<file path="config.mk">
export PLATFORM = sky130hd
export DESIGN_NAME = ok_result_arbiter
export DESIGN_NICKNAME = d
export VERILOG_FILES = /design/src/rtl/ok_result_arbiter_pkg.sv /design/src/rtl/ok_result_arbiter_rr_select.sv /design/src/rtl/ok_result_arbiter.sv
export SDC_FILE = /design/constraint.sdc
export NUM_CORES = 1
export LEC_CHECK = 0
export CAP_MARGIN = 10
export CORE_AREA = 2 2 78 80
export DETAILED_ROUTE_END_ITERATION = 7
export DIE_AREA = 0 0 80 82
export DONT_BUFFER_PORTS = 1
export PLACE_DENSITY_LB_ADDON = 0.3
export SLEW_MARGIN = 20
export SYNTH_ARGS = -nofsm -noshare
export SYNTH_HDL_FRONTEND = slang
export SYNTH_SLANG_ARGS = --single-unit
</file>
<file path="constraint.sdc">
create_clock -name okClk -period 3.9 [get_ports okClk]
set_input_delay 0.39 -clock okClk [delete_from_list [all_inputs] [get_ports okClk]]
set_output_delay 0.39 -clock okClk [all_outputs]
set_load 0.01 [all_outputs]
</file>
<file path="src/rtl/ok_result_arbiter_pkg.sv">
// rtl/ok_result_arbiter_pkg.sv - shared state encoding, status layout and pointer helper
package ok_result_arbiter_pkg;

  // Width of requester indices and the round-robin pointer (covers up to 8 requesters)
  localparam int IDX_W = 3;

  // FSM encoding: IDLE has no unread result, HOLD waits for the host to consume it
  localparam logic [0:0] ST_IDLE = 1'b0;
  localparam logic [0:0] ST_HOLD = 1'b1;

  // Status word field positions
  localparam int STATUS_VALID_BIT = 0;
  localparam int STATUS_SRC_LSB   = 1;
  localparam int STATUS_SRC_W     = 3;
  localparam int STATUS_SEQ_LSB   = 8;
  localparam int STATUS_SEQ_W     = 8;

  // Pointer advance after a grant: one past the winner, wrapping at n
  function automatic logic [IDX_W-1:0] next_ptr(input logic [IDX_W-1:0] idx, input int n);
    if (int'(idx) == n - 1) begin
      return '0;
    end
    return idx + 3'd1;
  endfunction

endpackage

</file>
<file path="src/rtl/ok_result_arbiter_rr_select.sv">
// rtl/ok_result_arbiter_rr_select.sv - round-robin winner selection starting at ptr
module rr_select
  import ok_result_arbiter_pkg::*;
#(
  parameter int N = 4
) (
  input  logic [N-1:0]     req,
  input  logic [IDX_W-1:0] ptr,
  output logic [N-1:0]     winner,
  output logic [IDX_W-1:0] index,
  output logic             any
);

  localparam logic [N-1:0] ONE = {{(N-1){1'b0}}, 1'b1};

  logic [N-1:0] rotated;
  logic [3:0]   offset;
  logic [3:0]   sum;

  // Rotate requests so ptr lands at bit 0, take the lowest set bit, then map back to an absolute index
  always_comb begin
    rotated = N'({req, req} >> ptr);
    offset  = '0;
    for (int k = N - 1; k >= 0; k--) begin
      if (rotated[k]) begin
        offset = 4'(k);
      end
    end
    sum = {1'b0, ptr} + offset;
    if (sum >= 4'(N)) begin
      sum = sum - 4'(N);
    end
    any    = |req;
    index  = any ? sum[IDX_W-1:0] : '0;
    winner = any ? (ONE << sum[IDX_W-1:0]) : '0;
  end

endmodule

</file>
<file path="src/rtl/ok_result_arbiter.sv">
// rtl/ok_result_arbiter.sv - round-robin arbiter feeding one host result register with toggle handshake
module ok_result_arbiter
  import ok_result_arbiter_pkg::*;
#(
  parameter int N = 4,
  parameter int W = 32
) (
  input  logic           okClk,
  input  logic           rst_n,
  input  logic [N-1:0]   req,
  input  logic [N*W-1:0] req_data,
  output logic [N-1:0]   grant,
  input  logic           host_ack,
  output logic [W-1:0]   result,
  output logic [31:0]    status
);

  logic [0:0]                state;
  logic [IDX_W-1:0]          ptr;
  logic                      ack_q;
  logic [STATUS_SRC_W-1:0]   src_id;
  logic [STATUS_SEQ_W-1:0]   seq;

  logic [N-1:0]     winner;
  logic [IDX_W-1:0] win_index;
  logic             any_req;
  logic [W-1:0]     win_data;
  logic             ack_toggle;

  rr_select #(.N(N)) u_rr_select (
    .req    (req),
    .ptr    (ptr),
    .winner (winner),
    .index  (win_index),
    .any    (any_req)
  );

  assign ack_toggle = (host_ack != ack_q);

  // Route the winning requester's data word toward the result register
  always_comb begin
    win_data = '0;
    for (int i = 0; i < N; i++) begin
      if (winner[i]) begin
        win_data = req_data[i*W +: W];
      end
    end
  end

  // Capture/consume FSM: grant pulses for one cycle after a capture, host toggle frees the register
  always_ff @(posedge okClk or negedge rst_n) begin
    if (!rst_n) begin
      state  <= ST_IDLE;
      ptr    <= '0;
      ack_q  <= 1'b0;
      grant  <= '0;
      result <= '0;
      src_id <= '0;
      seq    <= '0;
    end else begin
      ack_q <= host_ack;
      grant <= '0;
      case (state)
        ST_IDLE: begin
          if (any_req) begin
            result <= win_data;
            grant  <= winner;
            ptr    <= next_ptr(win_index, N);
            src_id <= win_index;
            seq    <= seq + 8'd1;
            state  <= ST_HOLD;
          end
        end
        ST_HOLD: begin
          if (ack_toggle) begin
            state <= ST_IDLE;
          end
        end
        default: state <= ST_IDLE;
      endcase
    end
  end

  // Assemble the host-visible status word; unused bits stay zero
  always_comb begin
    status = '0;
    status[STATUS_VALID_BIT]                  = (state == ST_HOLD);
    status[STATUS_SRC_LSB +: STATUS_SRC_W]    = src_id;
    status[STATUS_SEQ_LSB +: STATUS_SEQ_W]    = seq;
  end

endmodule

</file>
==> results_dict.tcl, run 1 <==
set metrics [dict create \
    endpoint_kind "register" \
    min_period_ps 3260 \
    grt_pass1_vias 1968 \
    crit_chain "mux2i_1 -> nor2b_1 -> o2bb2ai_1 -> ha_2 -> fa_2 -> nor2b_1 -> ha_1 -> mux2_1" \
    grt_pass1_wl_mm 10.4 \
    syn_avg_cell_area_um2 14.0 \
    clkTransAtPathRegs_ps 100 \
    layout-drive-gt1-share_pct 24.4 \
    path_max_fanout 38 \
    yosysSeqAreaShare_pct 42.3 \
    internal_power_uw 2120 \
    fin_crit_sh_pct 83.6 \
    max_slew_margin_pct 41.7 \
    hold_violations 0 \
    synth_edf_count 0 \
    multiInputGateArea_um2 1590 \
    die_y_um 82 \
    p_total_uw 3510 \
    required_ps 4100 \
    dpl.hpwl_mm 5.48 \
    grt_usage_pct 21.2 \
    io_buffers 0 \
    status "finished, final reports clean" \
    synth.cells.most_frequent "dfrtp_1, a22o_1, mux4_2" \
    cpPeakStageDelay_ps 1110 \
    antennaDiodeCount 0 \
    fillers 475 \
    die_w_um 80 \
    place_inst 282 \
    grtUsageMet2_pct 36.8 \
    vias 1944 \
    gp_congestion 0.806 \
    r2r_cells 8 \
    synthArstFlopShare_pct 100 \
    cts_tree "done" \
    grt_max_degree 53 \
    powerDensity_nw_per_um2 1100 \
    cts_sinks 52 \
    drc 0 \
    synthDistinctLibCells 38 \
    grt_busiest_layer "met2" \
    cts_buffer_depth 2 \
    sequentialPowerShare_pct 32.9 \
    p_clk_share_pct 11.0 \
    grt_setup_unrepaired "false" \
    synth.most_common_cell "dfrtp_1" \
    drt.antenna.violating_nets 0 \
    dieArea_um2 6560 \
    start_kind "register" \
    power_frac_comb_pct 56.1 \
    synth_warnings 0 \
    synth_top_flop_cell "dfrtp_1" \
    rows 28 \
    setup_viol_count_final 0 \
    max_cap_viol_count 0 \
    cts-root-buf "clkbuf_8" \
    instances_no_fill 292 \
    ys_top_cells_by_area "dfrtp_1, mux4_2, a22o_1" \
    path_buf_inv 0 \
    min_path_type "in -> reg" \
    fin_skew_ps 7.51 \
    overflow 0 \
    layout.area.seq_um2 1300 \
    fin_nets 356 \
    yosysTopAreaCellShare_pct 42.3 \
    worstHoldEndpoint "ack_q" \
    swShare_pct 39.8 \
    drt_first_pass_iters 4 \
    grtUsageMet1_pct 25.5 \
    setup_tns_ps 0 \
    reg2reg_setup_slack_ps 640 \
    rr_endpoint "ptr[1]" \
    worstSetupPathType "reg -> reg" \
    synth_seq_cells 52 \
    yosysTopAreaCell "dfrtp_1" \
    use_met3_pct 6.37 \
    drt_iter0_drc 101 \
    htreeDepth 2 \
    drv_slew 0 \
    clk_latency_ps 310 \
    syn-cell-area_um2 3070 \
    wl_mm 7.24 \
    num_io_pins 203 \
    start_util_pct 53.5 \
    syn_inst 220 \
    r2r-start "ptr[0]" \
    min_from "host_ack" \
    wire_per_inst_um 24.8 \
    core_um2 5750 \
    vias_per_cell 6.66 \
    cpMostUsedCell "nor2b_1" \
    worst_path_max_delay_cell "fa_2" \
    cp_top_family "adder cells" \
    antenna_found_initial 0 \
    p_leak_uw 0.00134 \
    worstPathArrival_ps 3460 \
    power_switching_uw 1400 \
    synthToLayoutAreaGrowth_pct 3.91 \
    ir_worst_vdd_mv 0.524 \
    numCtsBuffers 5 \
    cts_resized 0 \
    clock.fmax_ghz 0.307 \
    hold_depth 0 \
    tightest_slew_ps 875 \
]
## logic make-up (layout without fill, tap and decap cells)
group / count (synthesis) / after routing / share of synthesized area (%)
AOI/OAI and AO/OA: 46 / 46 / 12.3
xor gates and xnor gates: 8 / 8 / 2.28
adders and majority gates: 5 / 5 / 2.28
buffers and inverters: 39 / 17 / 8.63
DFF: 52 / 52 / 42.3
muxes: 39 / 39 / 25.9
other: 1 / 20 / 0.122
and+or+nand+nor: 30 / 30 / 6.11
## layer usage
metal	share of wire, %	routed length (um)
met5	0	0
met2	54	3940
met4	1.4	100
met1	36	2590
met3	8.5	613
## layout make-up
| class | count | share of cell area, % |
|---|---|---|
| clock inverter | 2 | 1.21 |
| tap | 75 | 2.94 |
| inverter | 1 | 0.118 |
| timing repair buffer | 8 | 2.59 |
| sequential | 52 | 40.7 |
| clock buffer | 6 | 2.59 |
| multi-input combinational | 148 | 49.8 |
## how the worst max path moves through the flow
stage,startpoint,end,cells past startpoint
final,ptr[0],ptr[1],8
after global routing,ptr[0],ptr[0],8
after CTS,ptr[0],ptr[1],8
after detailed placement,ptr[0],ptr[1],8
after floorplan,ptr[0],ptr[1],10
after global placement,ptr[0],ptr[1],7
## registers in the layout (all words and copies together) (netlist names)
register / cells
ack_q: 1
grant: 4
ptr: 3
result: 32
seq: 8
src_id: 3
state: 1
## power groups by stage
stage                     registers (uW)  logic (uW)  clock network, uW
after floorplan                     1070        1750                  0
after global placement              1160        1910                  0
after detailed placement            1170        1990                  0
after CTS                           1160        2010                396
after global routing                1190        2160                418
final                               1150        1970                387
## stage by stage
step                worst slack (ps)  utilization (%)  hold slack (ps)  area [um^2]
floorplan                       1060                -             94.4         3150
global placement                 855             52.8             95.4         3040
detailed placement               671             52.8             95.5         3040
CTS                              660             55.6              101         3190
global route                     418             55.6             90.4         3190
finish                           641             55.6              109         3190
## cell usage in the layout (no fill, tap or decap), types with 2 or more instances in the layout
master      n
mux2_2      2
nand4_1     2
clkbuf_8    6
nor3_1      6
xor2_1      6
o2bb2ai_1   2
and3b_1     3
mux2_1      3
ha_1        3
o21ai_0     5
nor2b_1     4
mux4_2     32
nor2_1      2
mux2i_1     2
buf_4       6
dfrtp_1    52
conb_1     20
a22o_1     32
nand2_1     5
o31ai_1     2
xnor2_1     2
## timing repair
action	CTS	global route
hold buffers	2	0
setup buffers	0	0
endpoints found under the hold margin	52	0
(Power assumes the default switching activity.)
==> inputs of run 2 (changes only) <==
==> constraint.sdc (replaced) <==
create_clock -name okClk -period 3.25 [get_ports okClk]
set_input_delay 0.325 -clock okClk [delete_from_list [all_inputs] [get_ports okClk]]
set_output_delay 0.325 -clock okClk [all_outputs]
set_load 0.01 [all_outputs]
==> results_dict.tcl, run 2 (same netlist as run 1, synthesis figures left out) <==
set metrics [dict create \
    powerDensity_nw_per_um2 1320 \
    die_w_um 80 \
    wl_mm 6.99 \
    endpoint_kind "register" \
    min_path_type "in -> reg" \
    fillers 470 \
    cpPeakStageDelay_ps 830 \
    required_ps 3440 \
    worstPathArrival_ps 3160 \
    p_leak_uw 0.00135 \
    start_kind "register" \
    vias 1903 \
    cp_top_family "adder cells" \
    hold_violations 0 \
    worstSetupPathType "reg -> reg" \
    overflow 0 \
    path_max_fanout 21 \
    path_buf_inv 1 \
    fin_crit_sh_pct 91.4 \
    cts_buffer_depth 2 \
    reg_top3 "result: 32 flops, seq: 8 flops, grant: 4 flops" \
    postCtsSetupRepairBufs 0 \
    clock.fmax_ghz 0.337 \
    cts-root-buf "clkbuf_8" \
    ir_worst_vdd_mv 0.664 \
    vias_per_cell 6.49 \
    layout.area.seq_um2 1300 \
    cts_sinks 52 \
    num_io_pins 203 \
    gp_congestion 0.882 \
    clkTransAtPathRegs_ps 100 \
    start_util_pct 53.5 \
    instances_no_fill 293 \
    min_period_ps 2970 \
    setup_viol_count_final 0 \
    place_inst 283 \
    regMostFlops "result" \
    wire_per_inst_um 23.8 \
    antenna_found_initial 0 \
    grt_setup_unrepaired "false" \
    drt_iter0_drc 96 \
    fin_skew_ps 6.80 \
    worst_path_max_delay_cell "fa_2" \
    final_cell_mix "dfrtp_1, mux4_2, a22o_1" \
    grt_max_degree 53 \
    numCtsBuffers 5 \
    fin_nets 357 \
    antennaDiodeCount 0 \
    max_slew_margin_pct 50.4 \
    grt_usage_pct 19.9 \
    io_buffers 0 \
    htreeDepth 2 \
    crit_chain "mux2i_1 -> nor2b_1 -> o2bb2ai_1 -> ha_2 -> fa_2 -> buf_12 -> mux4_2 -> a22o_1" \
    dieArea_um2 6560 \
    tightest_slew_ps 739 \
    multiInputGateArea_um2 1590 \
    drt_first_pass_iters 4 \
    layout_commonest_cell "dfrtp_1" \
    layout-drive-gt1-share_pct 24.8 \
    drv_slew 0 \
    dpl.hpwl_mm 5.24 \
    status "finished, final reports clean" \
    cts_tree "done" \
    die_y_um 82 \
    rows 28 \
    grt_pass1_vias 1925 \
    drc 0 \
    core_um2 5750 \
    setup_tns_ps 0 \
    max_cap_viol_count 0 \
    drt.antenna.violating_nets 0 \
    synthToLayoutAreaGrowth_pct 4.56 \
    grt_pass1_wl_mm 9.92 \
    largest_reg_flops 32 \
    clk_latency_ps 300 \
]
==> run 2: area by class of cell <==
type / instances / share of cell area, %
multi-input combinational: 148 / 49.5
timing repair buffer: 9 / 3.19
tap: 75 / 2.92
clock inverter: 2 / 1.21
sequential: 52 / 40.5
inverter: 1 / 0.117
clock buffer: 6 / 2.57
==> run 2: power breakdown <==
part | total [uW] | internal (uW) | switching, uW
sequential | 1390 | 958 | 433
clock | 469 | 252 | 217
combinational | 2390 | 1370 | 1030
total | 4250 | 2580 | 1680
==> run 2: through the flow <==
stage | hold slack [ps] | power, uW | cell area [um^2] | worst slack, ps | utilization (%)
floorplan | 29.4 | 3390 | 3150 | 412 | -
global placement | 30.4 | 3730 | 3060 | 387 | 53.2
detailed placement | 30.5 | 3810 | 3060 | 315 | 53.2
CTS | 28.0 | 4290 | 3210 | 293 | 55.9
global route | 12.4 | 4550 | 3210 | 84.0 | 55.9
finish | 37.5 | 4250 | 3210 | 279 | 55.9
==> run 2: routing by layer <==
metal | wire [um] | up-vias | track usage, % | share of wire, %
li1 | - | 813 | - | -
met1 | 2700 | 969 | 24.6 | 39
met2 | 3650 | 115 | 33.7 | 52
met3 | 574 | 6 | 6.15 | 8.2
met4 | 64 | 0 | 6.27 | 0.92
met5 | 0 | - | 0 | 0
==> run 2: repair_timing <==
action                                 in CTS  in global routing
gates resized for setup                     0                  0
endpoints found under the hold margin      52                  0
hold buffers                                2                  0
==> run 2: path summary, 6_finish.rpt <==
| check | from | to | slack (ps) | cells past startpoint |
|---|---|---|---|---|
| worst max register to register | ptr[0] | result[26] | 280 | 8 |
| max in group asynchronous | rst_n | result[3] | 2500 | 2 |
| worst min register to register | ack_q | state | 540 | 3 |
| worst min-delay path | host_ack | ack_q | 40 | 0 |
| min in group asynchronous | rst_n | seq[4] | 520 | 2 |
| worst max-delay path | ptr[0] | result[26] | 280 | 8 |
==> inputs of run 3 (changes only) <==
--- a/config.mk
+++ b/config.mk
@@ -5,12 +5,14 @@
 export SDC_FILE = /design/constraint.sdc
 export NUM_CORES = 1
 export LEC_CHECK = 0
+export ABC_CLOCK_PERIOD_IN_PS = 3250
 export CAP_MARGIN = 10
 export CORE_AREA = 2 2 78 80
 export DETAILED_ROUTE_END_ITERATION = 7
 export DIE_AREA = 0 0 80 82
 export DONT_BUFFER_PORTS = 1
 export PLACE_DENSITY_LB_ADDON = 0.3
+export RECOVER_POWER = 25
 export SLEW_MARGIN = 20
 export SYNTH_ARGS = -nofsm -noshare
 export SYNTH_HDL_FRONTEND = slang
==> results_dict.tcl, run 3 (same netlist as run 1, synthesis figures left out) <==
set metrics [dict create \
    die_y_um 82 \
    num_io_pins 203 \
    drt.antenna.violating_nets 0 \
    regMostFlops "result" \
    overflow 0 \
    die_w_um 80 \
    min_path_type "in -> reg" \
    antenna_found_initial 0 \
    setup_viol_count_final 0 \
    grt_pass1_vias 1925 \
    io_buffers 0 \
    final_cell_mix "dfrtp_1, mux4_2, a22o_1" \
    drv_slew 53 \
    dpl.hpwl_mm 5.24 \
    gp_congestion 0.882 \
    cts_sinks 52 \
    numCtsBuffers 5 \
    endpoint_kind "register" \
    max_slew_margin_pct -49.7 \
    fin_area_um2 3200 \
    fin_crit_sh_pct 91.4 \
    violations "max-capacitance violations, max-slew violations" \
    start_kind "register" \
    max_cap_viol_count 1 \
    required_ps 3440 \
    htreeDepth 2 \
    grt_pass1_wl_mm 9.92 \
    largest_reg_flops 32 \
    cts_buffer_depth 2 \
    dieArea_um2 6560 \
    clk_latency_ps 300 \
    drt_first_pass_iters 4 \
    core_um2 5750 \
    crit_chain "mux2i_1 -> nor2b_1 -> o2bb2ai_1 -> ha_2 -> fa_2 -> buf_12 -> mux4_2 -> a22o_1" \
    cts_hold_buf 2 \
    antennaDiodeCount 0 \
    hold_violations 0 \
    cpPeakStageDelay_ps 840 \
    finish.utilization_pct 55.7 \
    p_total_uw 4250 \
    p_leak_uw 0.00135 \
    worst_path_max_delay_cell "fa_2" \
    grt_setup_unrepaired "false" \
    min_period_ps 2970 \
    tightest_slew_ps 2250 \
    clock.fmax_ghz 0.337 \
    postCtsSetupRepairBufs 0 \
    drt_iter0_drc 93 \
    status "finished, violations left" \
    clkTransAtPathRegs_ps 100 \
    fin_skew_ps 6.94 \
    placed_area_um2 3060 \
    vias 1902 \
    grt_max_degree 53 \
    worstPathArrival_ps 3160 \
    cts_resized 0 \
    reg_top3 "result: 32 flops, seq: 8 flops, grant: 4 flops" \
    wl_mm 6.99 \
    grt_usage_pct 19.9 \
    worstSetupPathType "reg -> reg" \
    path_max_fanout 21 \
    synthToLayoutAreaGrowth_pct 4.07 \
    setup_tns_ps 0 \
    layout-drive-gt1-share_pct 24.3 \
    ir_worst_vdd_mv 0.664 \
    vias_per_cell 6.49 \
    fin_nets 357 \
    start_util_pct 53.5 \
    rows 28 \
    cts-root-buf "clkbuf_8" \
    layout_commonest_cell "dfrtp_1" \
    cts_tree "done" \
    powerDensity_nw_per_um2 1330 \
    drc 0 \
    wire_per_inst_um 23.9 \
]
run 3: cell count changes in the layout (fill, tap and decap cells not counted):
cell,before,now
buf_16,1,0
dlymetal6s4s_1,0,1
run 3: cell type report:
class	instances	area, um^2
fill	472	2550
multi-input combinational	148	1590
timing repair buffer	9	87.6
tap	75	93.8
clock inverter	2	38.8
clock buffer	6	82.6
sequential	52	1300
inverter	1	3.75
run 3: worst paths after layout:
| kind | start | to | slack (ps) | cells after the start |
|---|---|---|---|---|
| setup / recovery | ptr[0] | result[26] | 280 | 8 |
| hold / removal | host_ack | ack_q | 40 | 0 |
| setup reg to reg | ptr[0] | result[26] | 280 | 8 |
| hold reg to reg | ack_q | state | 540 | 3 |
| max in group asynchronous | rst_n | result[3] | 630 | 2 |
| min in group asynchronous | rst_n | seq[4] | 1330 | 2 |
run 3: power by group:
group	internal [uW]	switching, uW	leakage (uW)
sequential	958	432	0.000634
clock	252	216	0.0000614
combinational	1360	1030	0.000657
run 3: worst max-delay path, delay by kind of cell, from the launching register on:
family	cells	cell delay (ps)
compound gates	2	360
buf+inv	1	230
mux	2	640
flops	1	510
fa+ha+maj	2	1030
simple gates	1	90
run 3: through the flow:
step	setup WS [ps]	hold slack (ps)	std cells
floorplan	412	29.4	239
global placement	387	30.4	283
detailed placement	315	30.5	283
CTS	293	28.0	293
global route	84.0	12.4	293
finish	278	38.8	293
run 3: routing by layer:
layer / up-vias / wire length (um) / GRT usage (%)
met5: - / 0 / 0
met4: 0 / 64 / 6.27
met3: 6 / 592 / 6.15
met2: 117 / 3640 / 33.7
met1: 968 / 2700 / 24.6
li1: 811 / - / -
